[src/rtl/rgb_pwm_pkg.sv]
// Shared definitions for the RGB PWM driver: counter width, colour struct,
// bit positions of each channel inside the 24-bit light word, gamma helper.
package rgb_pwm_pkg;

    localparam int CNT_W = 8;

    typedef struct packed {
        logic [7:0] r;
        logic [7:0] g;
        logic [7:0] b;
    } rgb_t;

    localparam int R_HI = 23;
    localparam int R_LO = 16;
    localparam int G_HI = 15;
    localparam int G_LO = 8;
    localparam int B_HI = 7;
    localparam int B_LO = 0;

    // Square-law gamma: (v*v)>>8, so 0x80->0x40 and 0xFF->0xFE.
    function automatic logic [7:0] gamma8(input logic [7:0] v);
        logic [15:0] sq;
        sq = 16'(v) * 16'(v);
        return sq[15:8];
    endfunction

endpackage

[src/rtl/rgb_pwm_driver_if.sv]
// Colour handshake between the lights selector (master) and the driver (slave).
interface rgb_pwm_driver_if;
    import rgb_pwm_pkg::*;

    logic [3*CNT_W-1:0] light;
    logic               light_valid;
    logic               light_ready;

    modport master (output light, output light_valid, input light_ready);
    modport slave  (input light, input light_valid, output light_ready);

endinterface

[src/rtl/pwm_channel.sv]
// One PWM channel: active duty register, optional gamma stage, registered
// compare against the shared counter. Gamma enabled by RGB_PWM_GAMMA_EN.
module pwm_channel
    import rgb_pwm_pkg::*;
(
    input  logic             clk,
    input  logic             rst,
    input  logic             load,
    input  logic [CNT_W-1:0] value,
    input  logic [CNT_W-1:0] cnt,
    input  logic             enable,
    output logic             pwm
);

    logic [CNT_W-1:0] w_duty_next;
    logic [CNT_W-1:0] r_duty;
    logic             r_pwm;

`ifdef RGB_PWM_GAMMA_EN
    assign w_duty_next = gamma8(value);
`else
    assign w_duty_next = value;
`endif

    // Active duty only changes when the top signals a transfer.
    always_ff @(posedge clk or negedge rst) begin
        if (!rst)      r_duty <= '0;
        else if (load) r_duty <= w_duty_next;
    end

    // Registered compare; forced low while the driver is stopped.
    always_ff @(posedge clk or negedge rst) begin
        if (!rst) r_pwm <= 1'b0;
        else      r_pwm <= enable && (cnt < r_duty);
    end

    assign pwm = r_pwm;

endmodule

[src/rtl/rgb_pwm_driver.sv]
// RGB PWM driver: prescaled 8-bit counter, single-entry pending colour
// buffer applied at period wrap (or immediately while disabled), three
// pwm_channel instances. Gamma correction enabled by RGB_PWM_GAMMA_EN.
module rgb_pwm_driver
    import rgb_pwm_pkg::*;
#(
    parameter int unsigned PRESC = 1
)(
    input  logic                clk,
    input  logic                rst,
    input  logic                enable,
    rgb_pwm_driver_if.slave     lif,
    output logic                pwm_r,
    output logic                pwm_g,
    output logic                pwm_b,
    output logic                period_end
);

    localparam logic [15:0] PRESC_MAX = 16'(PRESC - 1);

    logic [15:0]      r_presc;
    logic [CNT_W-1:0] r_cnt;
    logic             r_period_end;
    rgb_t             r_pending;
    logic             r_pending_full;

    logic w_tick;
    logic w_wrap;
    logic w_load;
    logic w_accept;

    assign w_tick   = enable && (r_presc == PRESC_MAX);
    assign w_wrap   = w_tick && (r_cnt == '1);
    // Transfer at the wrap, or straight away while stopped.
    assign w_load   = r_pending_full && (w_wrap || !enable);
    assign w_accept = lif.light_valid && !r_pending_full;

    // Prescaler counts 0..PRESC-1 and is parked at 0 while stopped.
    always_ff @(posedge clk or negedge rst) begin
        // NOTE: sequential state uses non-blocking assignments so every flop samples pre-edge values.
        if (!rst)                   r_presc <= '0;
        else if (!enable || w_tick) r_presc <= '0;
        else                        r_presc <= r_presc + 16'd1;
    end

    // PWM step counter, free-wrapping 255->0 on ticks.
    always_ff @(posedge clk or negedge rst) begin
        if (!rst)         r_cnt <= '0;
        else if (!enable) r_cnt <= '0;
        else if (w_tick)  r_cnt <= r_cnt + CNT_W'(1);
    end

    // One-cycle pulse after each wrap edge.
    always_ff @(posedge clk or negedge rst) begin
        if (!rst) r_period_end <= 1'b0;
        else      r_period_end <= w_wrap;
    end

    // Single-entry pending buffer; accept and transfer are mutually exclusive.
    always_ff @(posedge clk or negedge rst) begin
        if (!rst) begin
            r_pending      <= '0;
            r_pending_full <= 1'b0;
        end else if (w_load) begin
            r_pending_full <= 1'b0;
        end else if (w_accept) begin
            r_pending.r    <= lif.light[R_HI:R_LO];
            r_pending.g    <= lif.light[G_HI:G_LO];
            r_pending.b    <= lif.light[B_HI:B_LO];
            r_pending_full <= 1'b1;
        end
    end

    assign lif.light_ready = !r_pending_full;
    assign period_end      = r_period_end;

    pwm_channel u_ch_r (
        .clk(clk), .rst(rst), .load(w_load), .value(r_pending.r),
        .cnt(r_cnt), .enable(enable), .pwm(pwm_r)
    );

    pwm_channel u_ch_g (
        .clk(clk), .rst(rst), .load(w_load), .value(r_pending.g),
        .cnt(r_cnt), .enable(enable), .pwm(pwm_g)
    );

    pwm_channel u_ch_b (
        .clk(clk), .rst(rst), .load(w_load), .value(r_pending.b),
        .cnt(r_cnt), .enable(enable), .pwm(pwm_b)
    );

endmodule
[src/flat_wrapper.sv]
// flat-port wrapper written by rule: the top's interface ports become plain ports
module rgb_pwm_driver_flat import rgb_pwm_pkg::*;
#(
    parameter int unsigned PRESC = 1
)
  (clk, rst, enable, pwm_r, pwm_g, pwm_b, period_end, lif_light, lif_light_valid, lif_light_ready);
  rgb_pwm_driver_if lif_i ();
  input  logic clk;
  input  logic rst;
  input  logic enable;
  output logic pwm_r;
  output logic pwm_g;
  output logic pwm_b;
  output logic period_end;
  input wire logic [$bits(lif_i.light)-1:0] lif_light;
  input wire logic [$bits(lif_i.light_valid)-1:0] lif_light_valid;
  output wire logic [$bits(lif_i.light_ready)-1:0] lif_light_ready;
  assign lif_i.light = lif_light;
  assign lif_i.light_valid = lif_light_valid;
  assign lif_light_ready = lif_i.light_ready;
  rgb_pwm_driver #(.PRESC(PRESC)) u_core (.clk(clk), .rst(rst), .enable(enable), .lif(lif_i), .pwm_r(pwm_r), .pwm_g(pwm_g), .pwm_b(pwm_b), .period_end(period_end));
endmodule
[config.mk]
export PLATFORM = sky130hd
export DESIGN_NAME = rgb_pwm_driver_flat
export DESIGN_NICKNAME = d
export VERILOG_FILES = /design/src/rtl/rgb_pwm_pkg.sv /design/src/rtl/rgb_pwm_driver_if.sv /design/src/rtl/pwm_channel.sv /design/src/rtl/rgb_pwm_driver.sv /design/src/flat_wrapper.sv
export SDC_FILE = /design/constraint.sdc
export NUM_CORES = 1
export LEC_CHECK = 0
export ABC_AREA = 1
export CAP_MARGIN = 40
export CELL_PAD_IN_SITES_DETAIL_PLACEMENT = 1
export CELL_PAD_IN_SITES_GLOBAL_PLACEMENT = 1
export CORE_ASPECT_RATIO = 0.7
export CORE_MARGIN = 4
export CORE_UTILIZATION = 44
export DETAILED_ROUTE_END_ITERATION = 12
export DONT_BUFFER_PORTS = 1
export PLACE_DENSITY_LB_ADDON = 0.1
export RECOVER_POWER = 25
export SLEW_MARGIN = 25
export SYNTH_ARGS = -nofsm -noshare
export SYNTH_HDL_FRONTEND = slang
export SYNTH_SLANG_ARGS = --single-unit
[constraint.sdc]
create_clock -name clk -period 1.8 [get_ports clk]
set_clock_uncertainty 0.15 [all_clocks]
set_input_delay 0.27 -clock clk [delete_from_list [all_inputs] [get_ports clk]]
set_output_delay 0.27 -clock clk [all_outputs]
set_load 0.01 [all_outputs]
Yosys cells after proc, flatten, opt, wreduce, memory -nomap -nowiden
Cells that the tools add are included.
{"block": "totals", "elab_cells": 40, "register_bits": 77}
{"block": "op_classes", "add_sub_neg": 2, "muxes": 5, "n_eq_ne": 2, "reduce_logical": 14, "bitwise": 1, "magnitude_cmp": 3}
{"cell": "less-than comparator 8 bit", "n": 3}
{"cell": "adder 16 x 1 -> 16 bit, second input constant", "n": 1}
{"cell": "zero test 16 bit", "n": 1}
{"cell": "two-way mux 16 bit", "n": 1}
{"cell": "two-way mux 8 bit", "n": 2}
{"cell": "adder 8 x 1 -> 8 bit, second input constant", "n": 1}
{"cell": "== test 8 bit, second input constant", "n": 1}
{"cell": "logical AND 1 bit", "n": 7}
{"cell": "zero test 1 bit", "n": 2}
{"cell": "logical OR 1 bit", "n": 2}
{"cell": "two-way mux 1 bit", "n": 2}
{"cell": "inequality test 2 x 1 -> 1 bit, second input constant", "n": 1}
{"cell": "AND reduction 2 bit", "n": 1}
{"cell": "nonzero test 2 bit", "n": 1}
{"cell": "NOT 1 bit", "n": 1}

Logic depth before layout (Yosys ltp)
{"block": "depth", "word_depth": 7, "mapped_depth": 10, "mapped_depth_nobuf": 9}

Cells and area by module
A second synthesis with hierarchy kept.
{"block": "hier_totals", "cells_unflattened": 476, "hier_area_um2": 3935.0}
{"module": "rgb_pwm_driver", "seq_area_each_um2": 1251.2, "instances": 1, "cells_per_inst": 302, "area_each_um2": 2433.6}
{"module": "pwm_channel", "seq_area_each_um2": 225.2, "instances": 3, "cells_per_inst": 58, "area_each_um2": 500.5}

Worst setup path before layout
OpenSTA, ideal clock, no wires.
{"block": "synth_path", "path_kind": "reg-to-reg", "start": "register u_core.r_cnt[1]", "end": "register u_core.u_ch_b.r_duty[0]", "path_stages_with_launch": 9, "t_arrival_ps": 1428, "setup_slack_ps": 106, "required_time_ps": 1534, "period_less_slack_ps": 1694, "path_cell_list": "dfrtp_1 > ha_1 > and3_1 > nand2_1 > o21bai_4 > nand2_4 > buf_6 > nand2_1 > nand2_1"}
{"block": "synth_between", "elab_chain_cells": 4}
{"element": "start: declaration", "line_no": "rgb_pwm_driver.sv:22", "source": "logic [CNT_W-1:0] r_cnt;"}
{"element": "start signal: assignment", "line_no": "rgb_pwm_driver.sv:50", "source": "else if (w_tick) r_cnt <= r_cnt + CNT_W'(1);"}
{"element": "== test 8 bit", "line_no": "rgb_pwm_driver.sv:33", "source": "assign w_wrap = w_tick && (r_cnt == '1);"}
{"element": "logical AND 1 bit", "line_no": "rgb_pwm_driver.sv:33"}
{"element": "logical OR 1 bit", "line_no": "rgb_pwm_driver.sv:35", "source": "assign w_load = r_pending_full && (w_wrap || !enable);"}
{"element": "logical AND 1 bit", "line_no": "rgb_pwm_driver.sv:35"}
{"element": "end signal: assignment", "line_no": "pwm_channel.sv:28", "source": "else if (load) r_duty <= w_duty_next;"}
{"element": "end: declaration", "line_no": "pwm_channel.sv:16", "source": "logic [CNT_W-1:0] r_duty;"}
Every way passes these cells.
A chain may end at the register's enable or synchronous reset.

Worst setup path in the final report
{"block": "layout_path", "start": "register u_core.r_cnt[1]", "end": "register u_core.u_ch_b.r_duty[7]"}
The elaborated chain is that of the path after synthesis.

==> impl_metrics.csv <==
group,metric,value,unit
yosys,avgSynthCellArea,9.22,um^2
worst_setup_path,critPathMaxFanout,7,
yosys,synthAdderAreaFrac,7.83,%
floorplanning,core_area,0.00848,mm^2
global_routing,grt_use_total,22.0,%
sta,tightest_slew,0.401,ns
detailed_routing,vias_per_cell,5.17,
clocking,cts.sinks,77,
placement,portBuffers,0,
placement,gp_congestion,0.800,
power,powerDensity,997,mW/mm^2
yosys,synthArstFlopShare,100,%
yosys,synth_fp_nets,468,
yosys,ys_seq_elements,77,
flow_run,maxCapViolCount,0,
finish,syn2layout_area_growth,27.2,%
finish,fin_area,0.00488,mm^2
clocking,numCtsBuffers,9,
sta,rsz0062_at_grt,"yes",
detailed_routing,drt_iter0_markers,158,
clocking,clk_path_buf_depth,2,
min_path,hp-class,"in2async",
floorplanning,die-area,0.0103,mm^2
worst_setup_path,critPathArrivalTime,1.92,ns
sta,finalSetupViolCount,0,
power,ir_drop,544,uV
worst_setup_path,end_kind,"flip-flop",
detailed_routing,vias,3103,
clocking,h-tree-depth,3,
global_routing,use_met3,5.27,%
yosys,synth_area_leader_cell,"dfrtp_1",
floorplanning,initial_utilization,45.3,%
sta,relSlewSlack,73.3,%
global_routing,met2_usage,35.0,%
yosys,yosysUniqueCellTypes,26,
floorplanning,pin_count,33,
global_routing,grt_most_used_layer,"met2",
detailed_routing,first_pass_iters,4,
detailed_routing,routedWlPerCell,17.4,um
sta,fin_crit_sh,99.6,%
sta,drv_slew,0,
clocking,clockRootBuffer,"clkbuf_16",
floorplanning,die_w,120,um
global_routing,antenna_found_initial,0,
finish,utilization,57.6,%
yosys,synth-seq-area-share,50.2,%
clocking,cts_tree,"done",
global_routing,use_met1,30.1,%
placement,hpwl,6.59,mm
yosys,synth_top_area_share,50.2,%
detailed_routing,drcViolationCount,0,
yosys,syn_area,0.00384,mm^2
yosys,synthTopCellsByCount,"96 x nand2_1, 77 x dfrtp_1, 42 x inv_1, 40 x nand3_1, 36 x nor2_1",
yosys,synth_top_family_by_area,"simple AND/OR/NAND/NOR gates",
placement,placed_cell_area,0.00407,mm^2
detailed_routing,drtAntennaViolNets,0,
placement,dpl.cell_count,542,
floorplanning,num_rows,28,
run_status,status,"finished with violations",
sta,hold_ws,-0.528,ns
finish,nets,527,
sta,hold_viol,77,
yosys,synthXorXnorAreaFrac,1.83,%
global_routing,grt_max_degree,78,
yosys,synthTopCellsByArea,"dfrtp_1 50%, nand2_1 9.4%, ha_1 7.8%",
global_routing,grt_pass1_wl,17.2,mm
clocking,ctsHoldBuffers,25,
sta,clock.fmax,0.558,GHz
yosys,synth-compound-area-share,5.22,%
yosys,synth_cells,416,
worst_setup_path,worst_setup_path_start_kind,"flip-flop",
yosys,ys_warn_count,0,
finish,num_antenna_cells,0,
power,p_leak,2.29,nW
yosys,synth_most_common_cell,"nand2_1",
floorplanning,dieHeight,86.1,um
yosys,synthMuxAreaShare,7.04,%
yosys,synth_edf_count,0,
clocking,clk_latency,0.34,ns
run_status,failed_checks,"hold timing",
sta,finalSetupTns,0,ns
finish,fin_cells,600,
global_routing,gr-total-overflow,0,
global_routing,grt_pass1_vias,3325,
yosys,synth_ff_type,"dfrtp_1",
sta,min_period,1.79,ns
power,total_power,4.86,mW
worst_setup_path,timing.setup.critical_path_class,"reg2reg",
yosys,synth-simple-area-share,21.8,%
finish,drive_above_1_share,20.2,%
detailed_routing,wl,10.4,mm
worst_setup_path,required,1.92,ns
clocking,clk_pin_slew_worst_paths,0.06,ns
==> registers in the layout, summed over array words and instances, names as in the netlist, 8 cells and up <==
| register | flops |
|---|---|
| u_core.u_ch_b.r_duty | 8 |
| u_core.r_presc | 16 |
| u_core.u_ch_g.r_duty | 8 |
| u_core.r_pending | 24 |
| u_core.u_ch_r.r_duty | 8 |
| u_core.r_cnt | 8 |
==> kinds of logic (layout without fill, tap and decap cells) <==
kind of cell,count (synthesis),after routing
xor gates and xnor gates,8,8
adders and majority gates,24,24
AOI/OAI and AO/OA,34,34
buffers and inverters,54,117
muxes,24,24
and+or+nand+nor,195,196
DFF,77,77
==> worst max-delay path, cell delays in order (launching register included) <==
cell and delay [ns]:
dfrtp_1 0.42, ha_4 0.18, and3_4 0.18, nand2_1 0.09, o21bai_4 0.20, buf_6 0.18, buf_12 0.14, nand3_1 0.07
nand2_1 0.11
==> where the power goes <==
part | total (mW) | internal [mW] | switching, mW | leakage, nW
combinational | 0.863 | 0.407 | 0.455 | 1.18
clock | 1.76 | 1.05 | 0.716 | 0.137
sequential | 2.24 | 2.05 | 0.192 | 0.967
total | 4.86 | 3.50 | 1.36 | 2.29
==> placed cells by master, fill, tap and decap left out, types with 2 or more instances in the layout <==
cell / Yosys / final
nand2_1: 96 / 95
and3_1: 5 / 4
buf_12: 0 / 2
inv_2: 1 / 3
nand3_2: 0 / 5
a211oi_1: 3 / 3
xor2_1: 8 / 8
dlygate4sd3_1: 0 / 25
nand4_1: 6 / 6
ha_1: 24 / 21
o21ai_0: 14 / 14
nand2_2: 2 / 3
o21bai_1: 2 / 2
clkbuf_8: 0 / 3
mux2_2: 24 / 24
nor2_1: 36 / 35
clkinvlp_4: 0 / 3
dfrtp_1: 77 / 74
clkbuf_16: 0 / 10
a31oi_1: 3 / 3
buf_4: 2 / 28
a21oi_1: 11 / 11
ha_4: 0 / 2
dfrtp_2: 0 / 3
nand3_1: 40 / 35
inv_1: 42 / 39
nor3_1: 7 / 6
nand2_8: 0 / 2
==> layout make-up <==
type / instances / area [um^2]
clock buffers: 12 / 267
clock inverters: 4 / 31.3
fillers: 994 / 3600
inverters: 43 / 164
multi-input cells: 286 / 1770
flip-flops and latches: 77 / 1930
well taps: 120 / 150
repair buffers: 58 / 564
==> final timing paths <==
check / from / end / slack (ns) / cells after the start
min in group clk: enable / u_core.r_cnt[1]$_DFFE_PN0N_ / 0.11 / 4
worst max-delay path: u_core.r_cnt[1]$_DFFE_PN0N_ / u_core.u_ch_b.r_duty[7]$_DFFE_PN0P_ / 0.007 / 8
worst min register to register: u_core.u_ch_b.r_duty[3]$_DFFE_PN0P_ / u_core.u_ch_b.r_duty[3]$_DFFE_PN0P_ / 0.32 / 2
max in group asynchronous: rst / u_core.r_presc[1]$_DFF_PN0_ / 1.91 / 0
worst max register to register: u_core.r_cnt[1]$_DFFE_PN0N_ / u_core.u_ch_b.r_duty[7]$_DFFE_PN0P_ / 0.007 / 8
worst min-delay path: rst / u_core.u_ch_b.r_duty[5]$_DFFE_PN0P_ / -0.53 / 0
==> through the flow <==
| step | hold slack [ns] | setup slack (ns) |
|---|---|---|
| floorplan | -0.176 | 0.106 |
| global placement | -0.173 | -0.0104 |
| detailed placement | -0.173 | -0.0674 |
| CTS | -0.541 | -0.00156 |
| global route | -0.546 | -0.0570 |
| finish | -0.528 | 0.00726 |
==> what timing repair did <==
action,CTS,global route
resized for setup,4,21
endpoints found under the setup margin,24,39
endpoints found under the hold margin,106,77
pin swaps,3,6
cloned,2,1
buffers inserted,6,8
==> layer usage <==
metal / wire (um) / up-vias
met2: 4860 / 50
li1: - / 1490
met3: 470 / 9
met5: 0 / -
met1: 4980 / 1554
met4: 120 / 0
Power figures use the tool's default switching activity.
